### src/rtl/serial_subtractor_pkg.sv
// Shared definitions for the bit-serial subtractor: FSM state encoding and
// the default operand width.
package serial_subtractor_pkg;

  localparam int DEFAULT_WIDTH = 8;

  // 2'd3 is unused; the FSM treats it as illegal and recovers to IDLE.
  typedef enum logic [1:0] {
    IDLE = 2'd0,
    RUN  = 2'd1,
    DONE = 2'd2
  } state_e;

endpackage

### src/rtl/serial_subtractor_if.sv
// Operand and result handshake bundle for serial_subtractor. The master
// modport is the producer of operands and consumer of results; the slave
// modport is the subtractor itself.
interface serial_subtractor_if #(
  parameter int WIDTH = serial_subtractor_pkg::DEFAULT_WIDTH
) ();

  logic             in_valid;
  logic             in_ready;
  logic [WIDTH-1:0] a;
  logic [WIDTH-1:0] b;
  logic             bin;
  logic             out_valid;
  logic             out_ready;
  logic [WIDTH-1:0] diff;
  logic             borrow_out;
  logic             ovf;
  logic             zero;

  modport master (
    output in_valid, a, b, bin, out_ready,
    input  in_ready, out_valid, diff, borrow_out, ovf, zero
  );

  modport slave (
    input  in_valid, a, b, bin, out_ready,
    output in_ready, out_valid, diff, borrow_out, ovf, zero
  );

endinterface

### src/rtl/serial_subtractor_full_sub.sv
// Single-bit full subtractor: d = a - b - bin, bout set when the bit
// position has to borrow from the next one.
module full_sub (
  input  logic a,
  input  logic b,
  input  logic bin,
  output logic d,
  output logic bout
);

  assign d    = a ^ b ^ bin;
  assign bout = (~a & b) | (~(a ^ b) & bin);

endmodule

### src/rtl/serial_subtractor.sv
// Bit-serial ripple-borrow subtractor. Operands are captured in IDLE, then
// one bit per clock is pushed through a single full_sub cell, LSB first,
// with the borrow carried in a register. The result is presented in DONE
// until the consumer accepts it.
module serial_subtractor
  import serial_subtractor_pkg::*;
#(
  parameter int WIDTH = DEFAULT_WIDTH
) (
  input  logic               clk,
  input  logic               rst,
  serial_subtractor_if.slave bus
);

  localparam int CNT_W = $clog2(WIDTH);

  state_e             state;
  state_e             state_nxt;
  logic [CNT_W-1:0]   cnt;
  logic [WIDTH-1:0]   a_sh;
  logic [WIDTH-1:0]   b_sh;
  logic               br;
  logic               a_sign;
  logic               b_sign;
  logic [WIDTH-1:0]   diff_r;
  logic               borrow_r;
  logic               ovf_r;
  logic               zero_r;

  logic               d;
  logic               br_nxt;
  logic               last;
  logic [WIDTH-1:0]   diff_nxt;

  // The one shared subtractor cell, fed with the current LSBs each RUN cycle.
  full_sub u_full_sub (
    .a    (a_sh[0]),
    .b    (b_sh[0]),
    .bin  (br),
    .d    (d),
    .bout (br_nxt)
  );

  assign last     = (cnt == CNT_W'(WIDTH - 1));
  assign diff_nxt = {d, diff_r[WIDTH-1:1]};

  // State register.
  always_ff @(posedge clk) begin
    // NOTE: non-blocking assignment so every flop samples pre-edge values.
    if (rst) state <= IDLE;
    else     state <= state_nxt;
  end

  // Next-state decode and handshake outputs.
  always_comb begin
    // NOTE: defaults first so no path leaves a signal unassigned (no latch).
    state_nxt     = state;
    bus.in_ready  = 1'b0;
    bus.out_valid = 1'b0;
    case (state)
      IDLE: begin
        bus.in_ready = ~rst;
        if (bus.in_valid) state_nxt = RUN;
      end
      RUN: begin
        if (last) state_nxt = DONE;
      end
      DONE: begin
        bus.out_valid = 1'b1;
        if (bus.out_ready) state_nxt = IDLE;
      end
      default: state_nxt = IDLE;
    endcase
  end

  // Operand capture, bit-serial shifting and result flag registration.
  always_ff @(posedge clk) begin
    // NOTE: the datapath registers are cleared on reset so an aborted
    // operation leaves no stale result on the outputs.
    if (rst) begin
      cnt      <= '0;
      a_sh     <= '0;
      b_sh     <= '0;
      br       <= 1'b0;
      a_sign   <= 1'b0;
      b_sign   <= 1'b0;
      diff_r   <= '0;
      borrow_r <= 1'b0;
      ovf_r    <= 1'b0;
      zero_r   <= 1'b0;
    end else begin
      case (state)
        IDLE: begin
          if (bus.in_valid) begin
            a_sh   <= bus.a;
            b_sh   <= bus.b;
            br     <= bus.bin;
            a_sign <= bus.a[WIDTH-1];
            b_sign <= bus.b[WIDTH-1];
            cnt    <= '0;
          end
        end
        RUN: begin
          a_sh   <= a_sh >> 1;
          b_sh   <= b_sh >> 1;
          br     <= br_nxt;
          diff_r <= diff_nxt;
          // The counter parks on its final value; only a capture rewinds it.
          if (last) begin
            borrow_r <= br_nxt;
            zero_r   <= (diff_nxt == '0);
            ovf_r    <= (a_sign != b_sign) && (d != a_sign);
          end else begin
            cnt <= cnt + 1'b1;
          end
        end
        default: ;
      endcase
    end
  end

  assign bus.diff       = diff_r;
  assign bus.borrow_out = borrow_r;
  assign bus.ovf        = ovf_r;
  assign bus.zero       = zero_r;

endmodule
### src/flat_wrapper.sv
// flat-port wrapper written by rule: the top's interface ports become plain ports
module serial_subtractor_flat import serial_subtractor_pkg::*;
#(
  parameter int WIDTH = DEFAULT_WIDTH
)
  (clk, rst, bus_in_valid, bus_a, bus_b, bus_bin, bus_out_ready, bus_in_ready, bus_out_valid, bus_diff, bus_borrow_out, bus_ovf, bus_zero);
  serial_subtractor_if #(.WIDTH(WIDTH)) bus_i ();
  input  logic clk;
  input  logic rst;
  input wire logic [$bits(bus_i.in_valid)-1:0] bus_in_valid;
  input wire logic [$bits(bus_i.a)-1:0] bus_a;
  input wire logic [$bits(bus_i.b)-1:0] bus_b;
  input wire logic [$bits(bus_i.bin)-1:0] bus_bin;
  input wire logic [$bits(bus_i.out_ready)-1:0] bus_out_ready;
  output wire logic [$bits(bus_i.in_ready)-1:0] bus_in_ready;
  output wire logic [$bits(bus_i.out_valid)-1:0] bus_out_valid;
  output wire logic [$bits(bus_i.diff)-1:0] bus_diff;
  output wire logic [$bits(bus_i.borrow_out)-1:0] bus_borrow_out;
  output wire logic [$bits(bus_i.ovf)-1:0] bus_ovf;
  output wire logic [$bits(bus_i.zero)-1:0] bus_zero;
  assign bus_i.in_valid = bus_in_valid;
  assign bus_i.a = bus_a;
  assign bus_i.b = bus_b;
  assign bus_i.bin = bus_bin;
  assign bus_i.out_ready = bus_out_ready;
  assign bus_in_ready = bus_i.in_ready;
  assign bus_out_valid = bus_i.out_valid;
  assign bus_diff = bus_i.diff;
  assign bus_borrow_out = bus_i.borrow_out;
  assign bus_ovf = bus_i.ovf;
  assign bus_zero = bus_i.zero;
  serial_subtractor #(.WIDTH(WIDTH)) u_core (.clk(clk), .rst(rst), .bus(bus_i));
endmodule
### config.mk
export PLATFORM = sky130hd
export DESIGN_NAME = serial_subtractor_flat
export DESIGN_NICKNAME = d
export VERILOG_FILES = /design/src/rtl/serial_subtractor_pkg.sv /design/src/rtl/serial_subtractor_if.sv /design/src/rtl/serial_subtractor_full_sub.sv /design/src/rtl/serial_subtractor.sv /design/src/flat_wrapper.sv
export SDC_FILE = /design/constraint.sdc
export NUM_CORES = 1
export LEC_CHECK = 0
export CORE_ASPECT_RATIO = 0.8
export CORE_MARGIN = 3
export CORE_UTILIZATION = 42
export DETAILED_ROUTE_END_ITERATION = 7
export GPL_TIMING_DRIVEN = 0
export PLACE_DENSITY = 0.67
export SYNTH_ARGS = -nofsm -noshare
export SYNTH_HDL_FRONTEND = slang
export SYNTH_SLANG_ARGS = --single-unit
### constraint.sdc
create_clock -name clk -period 2.8 [get_ports clk]
set_clock_uncertainty 0.1 [all_clocks]
set_input_delay 0.84 -clock clk [delete_from_list [all_inputs] [get_ports clk]]
set_output_delay 0.84 -clock clk [all_outputs]
set_load 0.1 [all_outputs]
---- After elaboration in Yosys (flattened, before gate mapping) ----
Cells that the tools add are included.
storage, ports and cells
  register bits ........................... 35
  input bits .............................. 21
  output and inout bits ................... 13
  word-level logic and storage cells ...... 53
operators by class
  add/subtract/negate cells ............... 1
  equal/unequal tests ..................... 9
  muxes and demuxes ....................... 15
  bitwise logic cells ..................... 8
  reduce and logical (&&, ||, !) cells .... 9
operators with widths
  operator               count
  $pmux W8 S2            2
  $mux W8                2
  $logic_not A8 Y1       1
  $mux W2                3
  $mux W3                2
  $ne A2 B2 Y1 const B   3
  $pmux W2 S3            1
  $pmux W3 S2            1
  $reduce_and A2 Y1      3
  $reduce_and A3 Y1      2
  $add A3 B1 Y3 const B  1
  $eq A3 B3 Y1 const B   1
  $mux W1                3
  $not A1 Y1             3
  $and A1 B1 Y1          2
  $eq A2 B1 Y1 const B   1
  $eq A2 B2 Y1 const B   1
  $logic_not A2 Y1       1
  $ne A1 B1 Y1           2
  $ne A2 B1 Y1 const B   1
  $pmux W1 S2            1
  $reduce_bool A2 Y1     1
  $xor A1 B1 Y1          2
  $logic_and A1 B1 Y1    1
  $or A1 B1 Y1           1

---- Logic depth before layout (Yosys ltp) ----
  word-level depth ........................ 5
  mapped depth ............................ 6
  depth with buffers taken out ............ 5

---- By module ----
A second synthesis with hierarchy kept.
second synthesis, totals
  cell total of the unflattened synthesis .. 183
  area total of the unflattened synthesis .. 1689.1 um2
modules (own cells, without submodules)
  module             times used  cells each  area an instance (um2)  seq. area each (um2)
  serial_subtractor  1           179         1657.8                  700.7
  full_sub           1           4           31.3                    0.0

---- Worst setup path before layout ----
No wires, ideal clock.
  path type ............................... input to output
  start point ............................. input port rst
  end point ............................... output port bus_in_ready
  arrival ................................. 3.242 ns
  data required time ...................... 1.860 ns
  setup slack ............................. -1.382 ns
  stages on the path ...................... 3
  buffers on the path ..................... 2
  cells stage by stage .................... clkbuf_1 -> clkbuf_1 -> nor3_1
between the ends
  word-level cells in the longest chain between the ends .. 2
RTL lines
  what             line                     text
  start, declared  flat_wrapper.sv:9        input logic rst;
  $not A1 Y1       serial_subtractor.sv:62  bus.in_ready = ~rst;
  $mux W1          serial_subtractor.sv:60  case (state)
  end, declared    flat_wrapper.sv:15       output wire logic [$bits(bus_i.in_ready)-1:0] bus_in_ready;
No other way between the ends.

---- Worst setup path after layout ----
Same ends and word-level chain as after synthesis.

==> run summary <==
status - finished, final reports clean
Lkg Pwr - 0.858 nW
Synth Area in XOR/XNOR - 0
hold path depth - 2
share of the synthesized area in the top cell type - 0.448
# nets final - 243
TritonCTS buffer count - 5
slowest cell on the critical path - dlygate4sd2_1
Final WS setup - 0.0405 ns
synth top area cells - dfxtp_1, a21oi_1, nand2_1, a211oi_1, nor2_1
Core ar. - 3490 µm²
Die H - 60.6 µm
CP required - 1.86 ns
Netlist cell types - 30
die area - 4500 µm²
largest family of logic cells by synthesized area - simple AND/OR/NAND/NOR gates
Placed Cells incl. Taps - 254
Seq/Total Area, Yosys - 0.448
initial antenna violation count - 0
Critical path origin - rst
fin crit share - 0.986
DR pass1 iterations - 4
grt ovf - 0
FILL cells - 318
Power Dens Cells - 528 nW/µm²
cell taking the most area after synthesis - dfxtp_1
post-synthesis simple-gate area fraction - 0.214
Mapped Avg Cell Area - 8.74 µm²
CP max stage delay - 0.27 ns
DP HPWL - 2580 µm
final RePlAce weighted congestion - 0.719
diode count - 0
Worst-Skew Late Latency - 0.29 ns
post-synthesis compound-gate area fraction - 0.211
Synth Warn # - 0
FMAX - 362 MHz
synthesis-stage register bit count - 35
cts hold-fix bufs - 0
max-slew violation count - 0
sequential cell area - 701 µm²
die width - 74.3 µm
RSZ-0062 raised after global routing - no
main flop type after synthesis - dfxtp_1
ys async rst share - 0
post-synthesis mux area share - 0.0328
syn_nets - 203
Worst-Margin Slew - 0.969 ns
number of global-route vias before repair - 1214
synth-to-layout area growth - 33.3%
critical path endpoint category - primary output
Max clock buf depth - 2
Synth Area in Adders - 0.0288
crit start category - primary input
RR Endpoint - u_core.cnt[0]$_SDFFE_PP0P_
Max Cap Viol - 0
final wirelength - 3480 µm
Cells after Synth - 179
min-delay src - u_core.bus.zero$_SDFFE_PP0P_
FF-to-FF Start - u_core.cnt[0]$_SDFFE_PP0P_
reg2reg setup slack - 1.03 ns
Hold EP - u_core.bus.zero$_SDFFE_PP0P_
CP Cell Sequence - dlygate4sd2_1 > clkbuf_16 > clkbuf_8 > nor3_4 > buf_12
final cell utilization of the core - 0.597
I/O pin cnt - 34
setup TNS - 0 ns
GRT Total Usage - 0.165
number of vias in the routed layout - 1374
fin crit period - 2.76 ns
fraction of layout cells with a size suffix above 1 - 0.123
clock-pin slew on the worst setup and hold paths - 0.07 ns
Initial Util - 0.448
crit-path max FO - 10
residual DRC count - 0
Worst R2R Path Depth - 5
VDD IR max - 0.000347 V
EDFF count, synth - 0
Slew HR - 0.352
CTS HTree Levels - 2
WP data arrival - 1.82 ns
Mapped Area - 1570 µm²
port bufs - 33
DR iter-0 viols - 59
ANT nets after route - 0
final setup fails - 0
HP Class - register to register
CTS root buf - clkbuf_8
vias per cell - 5.24
Final Hold Fails - 0
hold_ws - 0.362 ns
# clock sinks - 35
area occupied by multi-input gates - 773 µm²
Worst Path Class, Setup - primary input to primary output
first-pass GRT wire length - 5660 µm
largest net degree at the start of global routing - 11
CTS tree - done
post-route insts no fill - 262
routed len/inst - 13.3 µm
pre-CTS setup slack - -1.13 ns
Placement Rows - 19
routing by layer:
| metal | global-route usage | up-vias | routed length (µm) |
|---|---|---|---|
| li1 | - | 698 | - |
| met1 | 0.223 | 650 | 1740 |
| met2 | 0.247 | 24 | 1570 |
| met3 | 0.0646 | 2 | 165 |
| met4 | 0.0482 | 0 | 5 |
| met5 | 0 | - | 0 |
timing repair:
item                       CTS  global route
cloned                       0             0
pin swaps                    1             0
gates resized for setup     11             3
buffers inserted             0             0
setup endpoints to repair    2             3
where the power goes:
group	total, mW	switching (mW)	internal, mW
Clock	0.349	0.175	0.174
Combinational	0.211	0.113	0.0979
Sequential	0.542	0.0156	0.526
Total	1.10	0.303	0.798
per-stage QoR:
stage | area (µm²) | power (mW)
after floorplan | 1610 | 0.696
after global placement | 1990 | 0.757
after detailed placement | 1990 | 0.762
after CTS | 2080 | 1.11
after global routing | 2090 | 1.16
final | 2090 | 1.10
how the worst max path moves through the flow:
stage	endpoint	slack, ns
4_1_cts	bus_diff[5]	0.02
6_report	bus_in_ready	0.04
3_5_place_dp	bus_in_ready	-1.13
5_1_grt	bus_diff[6]	0.003
2_1_floorplan	bus_in_ready	-0.05
3_3_place_gp	bus_in_ready	-1.11
placed cells by master, fill, tap and decap left out:
cell and n:
dfxtp_1 35, nand2_1 32, clkdlybuf4s50_1 27, a21oi_1 26
nor2_1 18, a211oi_1 13, buf_4 7, clkbuf_8 6
nand2b_1 6, clkbuf_1 4, nand3b_1 4, mux2i_1 4
nor2b_1 3, dlymetal6s2s_1 3, inv_1 2, buf_6 2
a311oi_1 2, a21oi_2 2, a22oi_1 2, nor4_1 2
ha_1 2, dlygate4sd2_1 2, clkbuf_16 1, nor3_4 1
o21ba_4 1, nor2b_4 1, buf_2 1, nor3_1 1
mux2_2 1, o21bai_4 1, nor3b_2 1, or3_1 1
a2bb2oi_1 1, a221oi_1 1, nand4_1 1, fa_1 1
clkinv_2 1, buf_12 1
cell usage after synthesis, drive strengths merged, types with 4 or more instances:
library cell / count
a211oi: 13
a21oi: 28
buf: 10
clkbuf: 4
dfxtp: 35
mux2i: 4
nand2: 32
nand2b: 6
nand3b: 4
nor2: 18
nor2b: 4
critical path, delay by kind of cell:
family	cells	cell delay (ns)
simple gates	1	0.16
buf+inv	4	0.81
flip-flops by register name (all words and copies together), names as in the netlist:
| register | count |
|---|---|
| u_core.b_sign | 1 |
| u_core.b_sh | 8 |
| u_core.bus.zero | 1 |
| u_core.cnt | 3 |
| u_core.bus.diff | 8 |
| u_core.a_sh | 8 |
| u_core.a_sign | 1 |
| u_core.bus.borrow_out | 1 |
| u_core.bus.ovf | 1 |
| u_core.state | 2 |
| u_core.br | 1 |
cell type report:
type / instances / share of cell area
Timing Repair Buffer: 33 / 0.165
Inverter: 2 / 0.00360
Clock inverter: 1 / 0.00240
Sequential cell: 35 / 0.336
Multi-Input combinational cell: 128 / 0.371
Clock buffer: 7 / 0.0366
Buffer: 14 / 0.0606
Tap cell: 42 / 0.0252
cell families (layout without fill, tap and decap cells):
| logic type | after synthesis | in the layout |
|---|---|---|
| AOI/OAI and AO/OA | 49 | 49 |
| adders and majority gates | 3 | 3 |
| buffers and inverters | 16 | 57 |
| DFF | 35 | 35 |
| muxes | 5 | 5 |
| and+or+nand+nor | 71 | 71 |
No activity file was read; power rests on OpenSTA's default activity.
